===== src/rtl/rst_seq_ctrl.sv =====
// Reset sequencer: qualifies a synchronized lock indication, then releases the
// downstream reset domains in order, with a fixed gap between releases.
//
// state   | meaning
// --------+------------------------------------------------------------
// HOLD    | all domains in reset, counting continuous qualified lock
// RELEASE | releasing domains one at a time, STAGE_GAP cycles apart
// RUN     | all domains out of reset, ready asserted
// SW_HOLD | software-requested reset, all domains held SW_RST_CYCLES
module rst_seq_ctrl #(
   parameter int NUM_STAGES    = 3,
   parameter int HOLD_CYCLES   = 64,
   parameter int STAGE_GAP     = 16,
   parameter int SYNC_STAGES   = 2,
   parameter int SW_RST_CYCLES = 8,
   parameter int CNT_W         = 16
) (
   input  logic                  clk,
   input  logic                  rst,
   input  logic                  lock_in,
   input  logic                  sw_rst_req,
   output logic [NUM_STAGES-1:0] rst_out,
   output logic [NUM_STAGES-1:0] rstn_out,
   output logic                  ready,
   output logic                  busy,
   output logic                  lock_lost
);

   localparam int IDX_W = $clog2(NUM_STAGES + 1);

   localparam logic [CNT_W-1:0]      HOLD_M1   = CNT_W'(HOLD_CYCLES - 1);
   localparam logic [CNT_W-1:0]      GAP_M1    = CNT_W'(STAGE_GAP - 1);
   localparam logic [CNT_W-1:0]      SW_M1     = CNT_W'(SW_RST_CYCLES - 1);
   localparam logic [IDX_W-1:0]      LAST_IDX  = IDX_W'(NUM_STAGES - 1);
   localparam logic [NUM_STAGES-1:0] ALL_ONES  = '1;
   localparam logic [NUM_STAGES-1:0] FIRST_REL = ALL_ONES << 1;

   typedef enum logic [1:0] {
      HOLD    = 2'd0,
      RELEASE = 2'd1,
      RUN     = 2'd2,
      SW_HOLD = 2'd3
   } state_t;

   state_t                  state, state_d;
   logic [CNT_W-1:0]        cnt, cnt_d;
   logic [IDX_W-1:0]        idx, idx_d;
   logic [NUM_STAGES-1:0]   rst_q, rst_d;
   logic                    lost_q, lost_d;
   logic [SYNC_STAGES-1:0]  sync_q;
   logic                    lock_sync;

   always_ff @(posedge clk or posedge rst) begin
      if (rst) begin
         sync_q <= '0;
      end else begin
         sync_q <= {sync_q[SYNC_STAGES-2:0], lock_in};
      end
   end

   assign lock_sync = sync_q[SYNC_STAGES-1];

   always_ff @(posedge clk or posedge rst) begin
      if (rst) begin
         state  <= HOLD;
         cnt    <= '0;
         idx    <= '0;
         rst_q  <= ALL_ONES;
         lost_q <= 1'b0;
      end else begin
         state  <= state_d;
         cnt    <= cnt_d;
         idx    <= idx_d;
         rst_q  <= rst_d;
         lost_q <= lost_d;
      end
   end

   // Releases shift a zero in from bit 0, so ordering holds by construction.
   always_comb begin
      state_d = state;
      cnt_d   = cnt;
      idx_d   = idx;
      rst_d   = rst_q;
      lost_d  = lost_q;
      case (state)
         HOLD: begin
            if (!lock_sync) begin
               cnt_d = '0;
            end else if (cnt == HOLD_M1) begin
               state_d = RELEASE;
               cnt_d   = '0;
               idx_d   = '0;
               rst_d   = FIRST_REL;
            end else begin
               cnt_d = cnt + CNT_W'(1);
            end
         end
         RELEASE: begin
            if (!lock_sync) begin
               state_d = HOLD;
               cnt_d   = '0;
               idx_d   = '0;
               rst_d   = ALL_ONES;
               lost_d  = 1'b1;
            end else if (idx == LAST_IDX) begin
               state_d = RUN;
               cnt_d   = '0;
            end else if (cnt == GAP_M1) begin
               rst_d = rst_q << 1;
               idx_d = idx + IDX_W'(1);
               cnt_d = '0;
            end else begin
               cnt_d = cnt + CNT_W'(1);
            end
         end
         RUN: begin
            if (!lock_sync) begin
               state_d = HOLD;
               cnt_d   = '0;
               idx_d   = '0;
               rst_d   = ALL_ONES;
               lost_d  = 1'b1;
            end else if (sw_rst_req) begin
               state_d = SW_HOLD;
               cnt_d   = '0;
               rst_d   = ALL_ONES;
            end
         end
         SW_HOLD: begin
            if (!lock_sync) begin
               state_d = HOLD;
               cnt_d   = '0;
               idx_d   = '0;
               rst_d   = ALL_ONES;
               lost_d  = 1'b1;
            end else if (cnt == SW_M1) begin
               state_d = RELEASE;
               cnt_d   = '0;
               idx_d   = '0;
               rst_d   = FIRST_REL;
            end else begin
               cnt_d = cnt + CNT_W'(1);
            end
         end
         default: begin
            state_d = HOLD;
            cnt_d   = '0;
            idx_d   = '0;
            rst_d   = ALL_ONES;
         end
      endcase
   end

   assign rst_out   = rst_q;
   assign rstn_out  = ~rst_q;
   assign ready     = (state == RUN);
   assign busy      = (state != RUN);
   assign lock_lost = lost_q;

endmodule


===== config.mk =====
export PLATFORM = sky130hd
export DESIGN_NAME = rst_seq_ctrl
export DESIGN_NICKNAME = d
export VERILOG_FILES = /design/src/rtl/rst_seq_ctrl.sv
export SDC_FILE = /design/constraint.sdc
export NUM_CORES = 1
export LEC_CHECK = 0
export ABC_CLOCK_PERIOD_IN_PS = 7600
export BUFFER_PORTS_ARGS = -buffer_cell sky130_fd_sc_hd__buf_2
export CAP_MARGIN = 20
export CORE_AREA = 3 3 74 76
export DETAILED_ROUTE_END_ITERATION = 6
export DIE_AREA = 0 0 77 79
export GPL_ROUTABILITY_DRIVEN = 0
export HOLD_SLACK_MARGIN = 0.03
export PLACE_DENSITY = 0.48
export SLEW_MARGIN = 20
export SYNTH_ARGS = -nofsm -noshare
export SYNTH_HDL_FRONTEND = slang
export SYNTH_SLANG_ARGS = --single-unit

===== constraint.sdc =====
create_clock -name clk -period 7.6 [get_ports clk]
set_clock_uncertainty 0.2 [all_clocks]
set_input_delay 1.14 -clock clk [delete_from_list [all_inputs] [get_ports clk]]
set_output_delay 1.14 -clock clk [all_outputs]
set_load 0.005 [all_outputs]

==> flow_metrics.env, run 1 <==
export IMPL_portBuffers=12
export IMPL_tns_ns=0
export IMPL_p_leak_uw=0.000717
export IMPL_cts_resized=0
export IMPL_cp_slowest_cell="or4_1"
export IMPL_power_density_nw_per_um2=152
export IMPL_drc=0
export IMPL_yosysWarnings=0
export IMPL_grt_use_met2_pct=16.5
export IMPL_first_global_vias=1055
export IMPL_synth_top_area_share_pct=40.2
export IMPL_clock_latency_ns=0.27
export IMPL_setup_viol=0
export IMPL_drv_cap=0
export IMPL_pwr_share_clk_pct=37.4
export IMPL_drive_gt1_share_pct=23.2
export IMPL_arrival_ns=2.75
export IMPL_cp_slowest_stage_delay_ns=0.59
export IMPL_synth_largest_area_cell="dfrtp_1"
export IMPL_drtAntennaViolNets=0
export IMPL_grt_usage_pct=9.84
export IMPL_postCtsSetupBuffers=0
export IMPL_max_vdd_ir_drop_uv=76.4
export IMPL_cts_path_max_buffers=2
export IMPL_cts_hold_buf=0
export IMPL_htree_levels=1
export IMPL_hold_path_class="reg -> reg"
export IMPL_grt_max_degree=27
export IMPL_rows=25
export IMPL_cp_start_kind="flip-flop"
export IMPL_fmax_mhz=353
export IMPL_internal_power_uw=189
export IMPL_stdcell_area_um2=1580
export IMPL_top_usage_layer="met2"
export IMPL_ios=13
export IMPL_ys_types=43
export IMPL_antenna_cells=0
export IMPL_drt_iter0_drc=29
export IMPL_die_y_um=79
export IMPL_numCtsBuffers=3
export IMPL_placed_cell_area_um2=1530
export IMPL_status="finished, final reports clean"
export IMPL_avgSynthCellArea_um2=10.2
export IMPL_crit_chain="or4_1 -> or4_1 -> nand4_2 -> and4_1 -> o32ai_1"
export IMPL_clockRootBuffer="clkbuf_8"
export IMPL_num_vias=1021
export IMPL_critPathMostFrequentCell="or4_1"
export IMPL_grt_use_met1_pct=12.0
export IMPL_slew_headroom_pct=36.5
export IMPL_num_nets_final=158
export IMPL_rsz0062_at_grt="no"
export IMPL_path_delay_family="simple AND/OR/NAND/NOR gates"
export IMPL_netlist_area_um2=1430
export IMPL_cp_required_ns=7.52
export IMPL_crit_fanout=14
export IMPL_grt_pass1_wl_um=4750
export IMPL_min_period_over_period_pct=37.2
export IMPL_pwr_share_seq_pct=58.9
export IMPL_ys_ff_latch=26
export IMPL_crit_type="reg -> reg"
export IMPL_antenna_found_initial=0
export IMPL_grt_overflow=0
export IMPL_period_minus_slack_ns=2.83
export IMPL_ys_top_cells_by_area="dfrtp_1, dfstp_2, xor2_1, nor2_1, mux2_4"
export IMPL_tightest_slew_ns=0.947
export IMPL_yosysSeqAreaShare_pct=45.7
export IMPL_fin_util_pct=33.0
export IMPL_syn_nets=146
export IMPL_end_kind="flip-flop"
export IMPL_power_uw=241
export IMPL_clock_sinks=26
export IMPL_area_growth_pct=10.5
export IMPL_cts_tree="built"
export IMPL_syn_inst=140
export IMPL_wl_um=2710
export IMPL_whs_ns=0.160
export IMPL_core_um2=4790
export IMPL_dieArea_um2=6080
export IMPL_timing_critical_path_buf_inv=0
export IMPL_switchingPower_uw=52.1
export IMPL_slew_viol_final=0
export IMPL_grt_util_met3_pct=3.06
export IMPL_combPwrFrac_pct=3.7
export IMPL_hold_viol=0
export IMPL_p_sw_share_pct=21.6
export IMPL_clkTransAtPathRegs_ns=0.09
export IMPL_first_pass_iters=4
export IMPL_wl_per_cell_um=12.4
export IMPL_routed_via_density=4.68
export IMPL_dpl_hpwl_um=2000
export IMPL_die_width_um=77
export IMPL_start_util_pct=29.9
## registers in the layout, summed over array words and instances, names as in the netlist
name	flops
lock_lost	1
rst_out	3
cnt	16
sync_q	2
state	2
idx	2
## logic make-up after synthesis
family,Yosys count,synth area share (%)
AND/OR/NAND/NOR,66,26.7
flip-flops,26,45.7
AO/OA/AOI/OAI,15,8.48
buffers and inverters,15,6.03
XOR/XNOR,10,6.12
multiplexers,6,5.24
adder cells (fa/ha/maj),2,1.75
## cell type report
cell class	count	area, um2
tap	67	83.8
multi-input combinational	99	691
sequential	26	654
inverter	10	37.5
fill	510	3200
clock buffer	4	55.1
timing repair buffer	12	60.1
## cells in the mapped netlist, drive strengths merged
cell type,number
nor2,19
o21bai,1
mux2i,3
or4bb,2
and4bb,1
a21bo,1
o21ai,5
nand2,12
nand3,6
and4,2
a21o,1
a21boi,1
mux2,3
nor4b,1
and3,3
nor3,1
dfrtp,23
nor4,2
nand4,3
nand2b,2
dfstp,3
or4,5
xnor2,2
ha,2
nand3b,1
o32ai,2
o211ai,1
inv,10
xor2,8
or2,2
o22ai,1
and2b,1
or3,3
buf,4
o311ai,2
clkdlybuf4s15,1
## worst paths after layout
check / start / end / slack, ns / cells past startpoint
max: cnt[7]$_DFFE_PP0P_ / cnt[4]$_DFFE_PP0P_ / 4.77 / 5
min: sync_q[0]$_DFF_PP0_ / sync_q[1]$_DFF_PP0_ / 0.16 / 0
max reg2reg: cnt[7]$_DFFE_PP0P_ / cnt[4]$_DFFE_PP0P_ / 4.77 / 5
min reg2reg: sync_q[0]$_DFF_PP0_ / sync_q[1]$_DFF_PP0_ / 0.16 / 0
max in group asynchronous: rst / cnt[12]$_DFFE_PP0P_ / 6.01 / 2
min in group asynchronous: rst / cnt[0]$_DFFE_PP0P_ / 0.75 / 2
## cells in the final DEF, fill, tap and decap left out, types with 2 or more instances in the layout
master	instances
and3_1	2
o311ai_2	2
ha_1	2
nand2_1	12
mux2i_1	3
inv_1	9
dfstp_2	3
and4_1	2
or4_4	2
xor2_1	8
o32ai_1	2
or4_1	3
nor2_2	3
dfrtp_1	23
or4bb_1	2
nor4_1	2
mux2_4	3
xnor2_1	2
clkbuf_8	4
o21ai_0	5
or2_2	2
nand2b_1	2
nand3_1	6
buf_2	12
nor2_1	16
or3_1	3
nand4_1	2
## power groups by stage
stage	sequential [uW]	clock, uW	combinational, uW
floorplan	144	0	8.60
global placement	145	0	9.00
detailed placement	145	0	9.22
CTS	142	94.0	9.26
global route	143	97.9	10.4
finish	142	90.1	8.97
## metrics by stage
stage / std cells / worst slack (ns)
CTS: 218 / 4.76
finish: 218 / 4.77
floorplan: 140 / 4.93
global route: 218 / 4.63
global placement: 214 / 4.60
detailed placement: 214 / 4.53
## per-layer routing
metal  part of all wire, %  wire length [um]
met5                     0                 0
met4                   1.0                27
met3                   3.9               106
met2                    47              1290
met1                    48              1290
Power figures use the tool's default switching activity.
==> run 2: changes to the inputs <==
==> config.mk (replaced) <==
export PLATFORM = sky130hd
export DESIGN_NAME = rst_seq_ctrl
export DESIGN_NICKNAME = d
export VERILOG_FILES = /design/src/rtl/rst_seq_ctrl.sv
export SDC_FILE = /design/constraint.sdc
export NUM_CORES = 1
export LEC_CHECK = 0
export ABC_AREA = 1
export ABC_CLOCK_PERIOD_IN_PS = 2600
export BUFFER_PORTS_ARGS = -buffer_cell sky130_fd_sc_hd__buf_2
export CAP_MARGIN = 20
export CORE_AREA = 3 3 76 78
export DETAILED_ROUTE_END_ITERATION = 6
export DIE_AREA = 0 0 79 81
export GPL_ROUTABILITY_DRIVEN = 0
export HOLD_SLACK_MARGIN = 0.03
export PLACE_DENSITY = 0.49
export SLEW_MARGIN = 20
export SYNTH_ARGS = -nofsm -noshare
export SYNTH_HDL_FRONTEND = slang
export SYNTH_SLANG_ARGS = --single-unit
==> constraint.sdc (replaced) <==
create_clock -name clk -period 2.6 [get_ports clk]
set_clock_uncertainty 0.2 [all_clocks]
set_input_delay 0.39 -clock clk [delete_from_list [all_inputs] [get_ports clk]]
set_output_delay 0.39 -clock clk [all_outputs]
set_load 0.005 [all_outputs]
==> run 2 against run 1 <==
- routed wire length up 17%
- cell count up 37%
- critical path depth up 3
- maximum frequency up 42%
- critical path type unchanged
- setup slack worse by 4.2 ns
- global-route usage up 1.1 points
- via count up 29%
==> flow_metrics.env, run 2 <==
export IMPL_yosysWarnings=0
export IMPL_ys_async_sr_fraction_pct=100
export IMPL_hold_viol=0
export IMPL_cp_required_ns=2.55
export IMPL_hold_path_class="reg -> reg"
export IMPL_arrival_ns=1.94
export IMPL_antenna_found_initial=0
export IMPL_min_period_over_period_pct=76.6
export IMPL_r2r_cells=8
export IMPL_cp_slowest_stage_delay_ns=0.39
export IMPL_die_y_um=81
export IMPL_cp_start_kind="flip-flop"
export IMPL_syn_inst=211
export IMPL_postCtsSetupBuffers=0
export IMPL_drv_cap=0
export IMPL_cts_resized=0
export IMPL_yosysSeqAreaShare_pct=42.7
export IMPL_cp_slowest_cell="dfrtp_1"
export IMPL_end_kind="flip-flop"
export IMPL_slew_viol_final=0
export IMPL_largest_register_ffs=16
export IMPL_clkTransAtPathRegs_ns=0.10
export IMPL_clockRootBuffer="clkbuf_8"
export IMPL_num_fill_cells=584
export IMPL_numCtsBuffers=3
export IMPL_rsz0062_at_grt="no"
export IMPL_cts_path_max_buffers=2
export IMPL_routed_via_density=4.42
export IMPL_drive_gt1_share_pct=15.8
export IMPL_synth_ff_type="dfrtp_1"
export IMPL_synth_largest_area_cell="dfrtp_1"
export IMPL_area_growth_pct=13.3
export IMPL_rows=26
export IMPL_slew_headroom_pct=72.0
export IMPL_crit_chain="ha_1 -> nand3_2 -> nor2_1 -> nand2_1 -> nand2_1 -> nand3_2 -> a21oi_4 -> nor2_1"
export IMPL_crit_fanout=14
export IMPL_max_vdd_ir_drop_uv=157
export IMPL_multiInputGateArea_um2=766
export IMPL_p_leak_uw=0.000832
export IMPL_instances_no_fill=298
export IMPL_period_minus_slack_ns=1.99
export IMPL_ys_types=25
export IMPL_die_width_um=79
export IMPL_power_density_nw_per_um2=442
export IMPL_drtAntennaViolNets=0
export IMPL_placed_cells=292
export IMPL_synth_top_area_share_pct=37.5
export IMPL_regMostFlops="cnt"
export IMPL_dieArea_um2=6400
export IMPL_first_global_vias=1267
export IMPL_first_pass_iters=4
export IMPL_antenna_cells=0
export IMPL_final_common_cell="nand2_1"
export IMPL_synth_edff_count=0
export IMPL_grt_overflow=0
export IMPL_drc=0
export IMPL_final_cell_mix="nand2_1, nor2_1, inv_1, dfrtp_1, nand3_1"
export IMPL_avgSynthCellArea_um2=7.27
export IMPL_tightest_slew_ns=0.419
export IMPL_seq_area_um2=654
export IMPL_clock_latency_ns=0.27
export IMPL_htree_levels=1
export IMPL_grt_pass1_wl_um=5700
export IMPL_clock_sinks=26
export IMPL_netlist_area_um2=1530
export IMPL_num_nets_final=235
export IMPL_fmax_mhz=502
export IMPL_yosysMostFrequentCell="nand2_1"
export IMPL_drt_iter0_drc=90
export IMPL_ys_ff_latch=26
export IMPL_status="finished, final reports clean"
export IMPL_ys_top_cells_by_area="dfrtp_1, nand2_1, nor2_1, inv_1, dfstp_2"
export IMPL_syn_nets=217
export IMPL_wl_um=3190
export IMPL_num_vias=1318
export IMPL_tns_ns=0
export IMPL_hold_path_depth=0
export IMPL_setup_viol=0
export IMPL_ios=13
export IMPL_cts_tree="built"
export IMPL_grt_max_degree=27
export IMPL_cts_hold_buf=2
export IMPL_wl_per_cell_um=10.7
export IMPL_portBuffers=12
export IMPL_crit_type="reg -> reg"
export IMPL_grt_usage_pct=11.0
export IMPL_netlist_top_cells_count="nand2_1, nor2_1, inv_1"
export IMPL_stdcell_area_um2=1740
export IMPL_dpl_hpwl_um=2380
export IMPL_start_util_pct=29.8
export IMPL_core_um2=5140
export IMPL_placed_cell_area_um2=1670
## run 2: changes by cell type after synthesis, moves of 4 or more
cell and change:
nand2_1 +50, a21oi_1 +4, nand3_1 +9, inv_1 +15, nor2_1 +22
## run 2: worst paths after layout
check,from,end,slack [ns]
min,sync_q[0]$_DFF_PP0_,sync_q[1]$_DFF_PP0_,0.16
min in group asynchronous,rst,idx[1]$_DFFE_PP0P_,0.51
max reg2reg,cnt[0]$_DFFE_PP0P_,cnt[5]$_DFFE_PP0P_,0.61
max,cnt[0]$_DFFE_PP0P_,cnt[5]$_DFFE_PP0P_,0.61
max in group asynchronous,rst,rst_out[1]$_DFFE_PP1P_,1.39
min reg2reg,sync_q[0]$_DFF_PP0_,sync_q[1]$_DFF_PP0_,0.16
## run 2: where the power goes
part / switching (uW) / total (uW) / internal (uW) / leakage, uW
logic: 47.8 / 77.9 / 30.1 / 0.000465
clock network: 134 / 243 / 110 / 0.0000228
registers: 22.2 / 447 / 425 / 0.000345
## run 2: per-stage QoR
| step | utilization [%] | power (uW) | setup slack (ns) | hold slack, ns |
|---|---|---|---|---|
| 3_3_place_gp | 32.5 | 528 | 0.639 | 0.132 |
| 3_5_place_dp | 32.5 | 532 | 0.605 | 0.147 |
| 6_report | 33.8 | 769 | 0.609 | 0.163 |
| 2_1_floorplan | - | 508 | 0.905 | 0.131 |
| 5_1_grt | 33.8 | 805 | 0.424 | 0.176 |
| 4_1_cts | 33.8 | 788 | 0.595 | 0.170 |
## run 2: layer usage
layer,GRT usage [%],wire length [um],up-vias
li1,-,-,693
met1,15.3,1640,599
met2,17.6,1410,22
met3,1.33,90,4
met4,3.61,43,0
met5,0,0,-
## run 2: final cells by class
type | instances | area share (%)
Inverter | 26 | 5.62
Sequential cell | 26 | 37.7
Tap cell | 70 | 5.04
Timing Repair Buffer | 15 | 5.04
Multi-Input combinational cell | 157 | 44.1
Clock buffer | 4 | 2.59
## run 2: cell families after synthesis
family / synth area share (%)
AO/OA/AOI/OAI: 4.08
AND/OR/NAND/NOR: 40.8
XOR/XNOR: 3.43
buffers and inverters: 7.42
flip-flops: 42.7
adder cells (fa/ha/maj): 1.63
## run 2: worst max-delay path: cells and delay by family, from the launching register on
kind	cells	cell delay, ns
AO/OA/AOI/OAI	1	0.39
adder cells (fa/ha/maj)	1	0.23
flip-flops	1	0.39
AND/OR/NAND/NOR	6	0.65
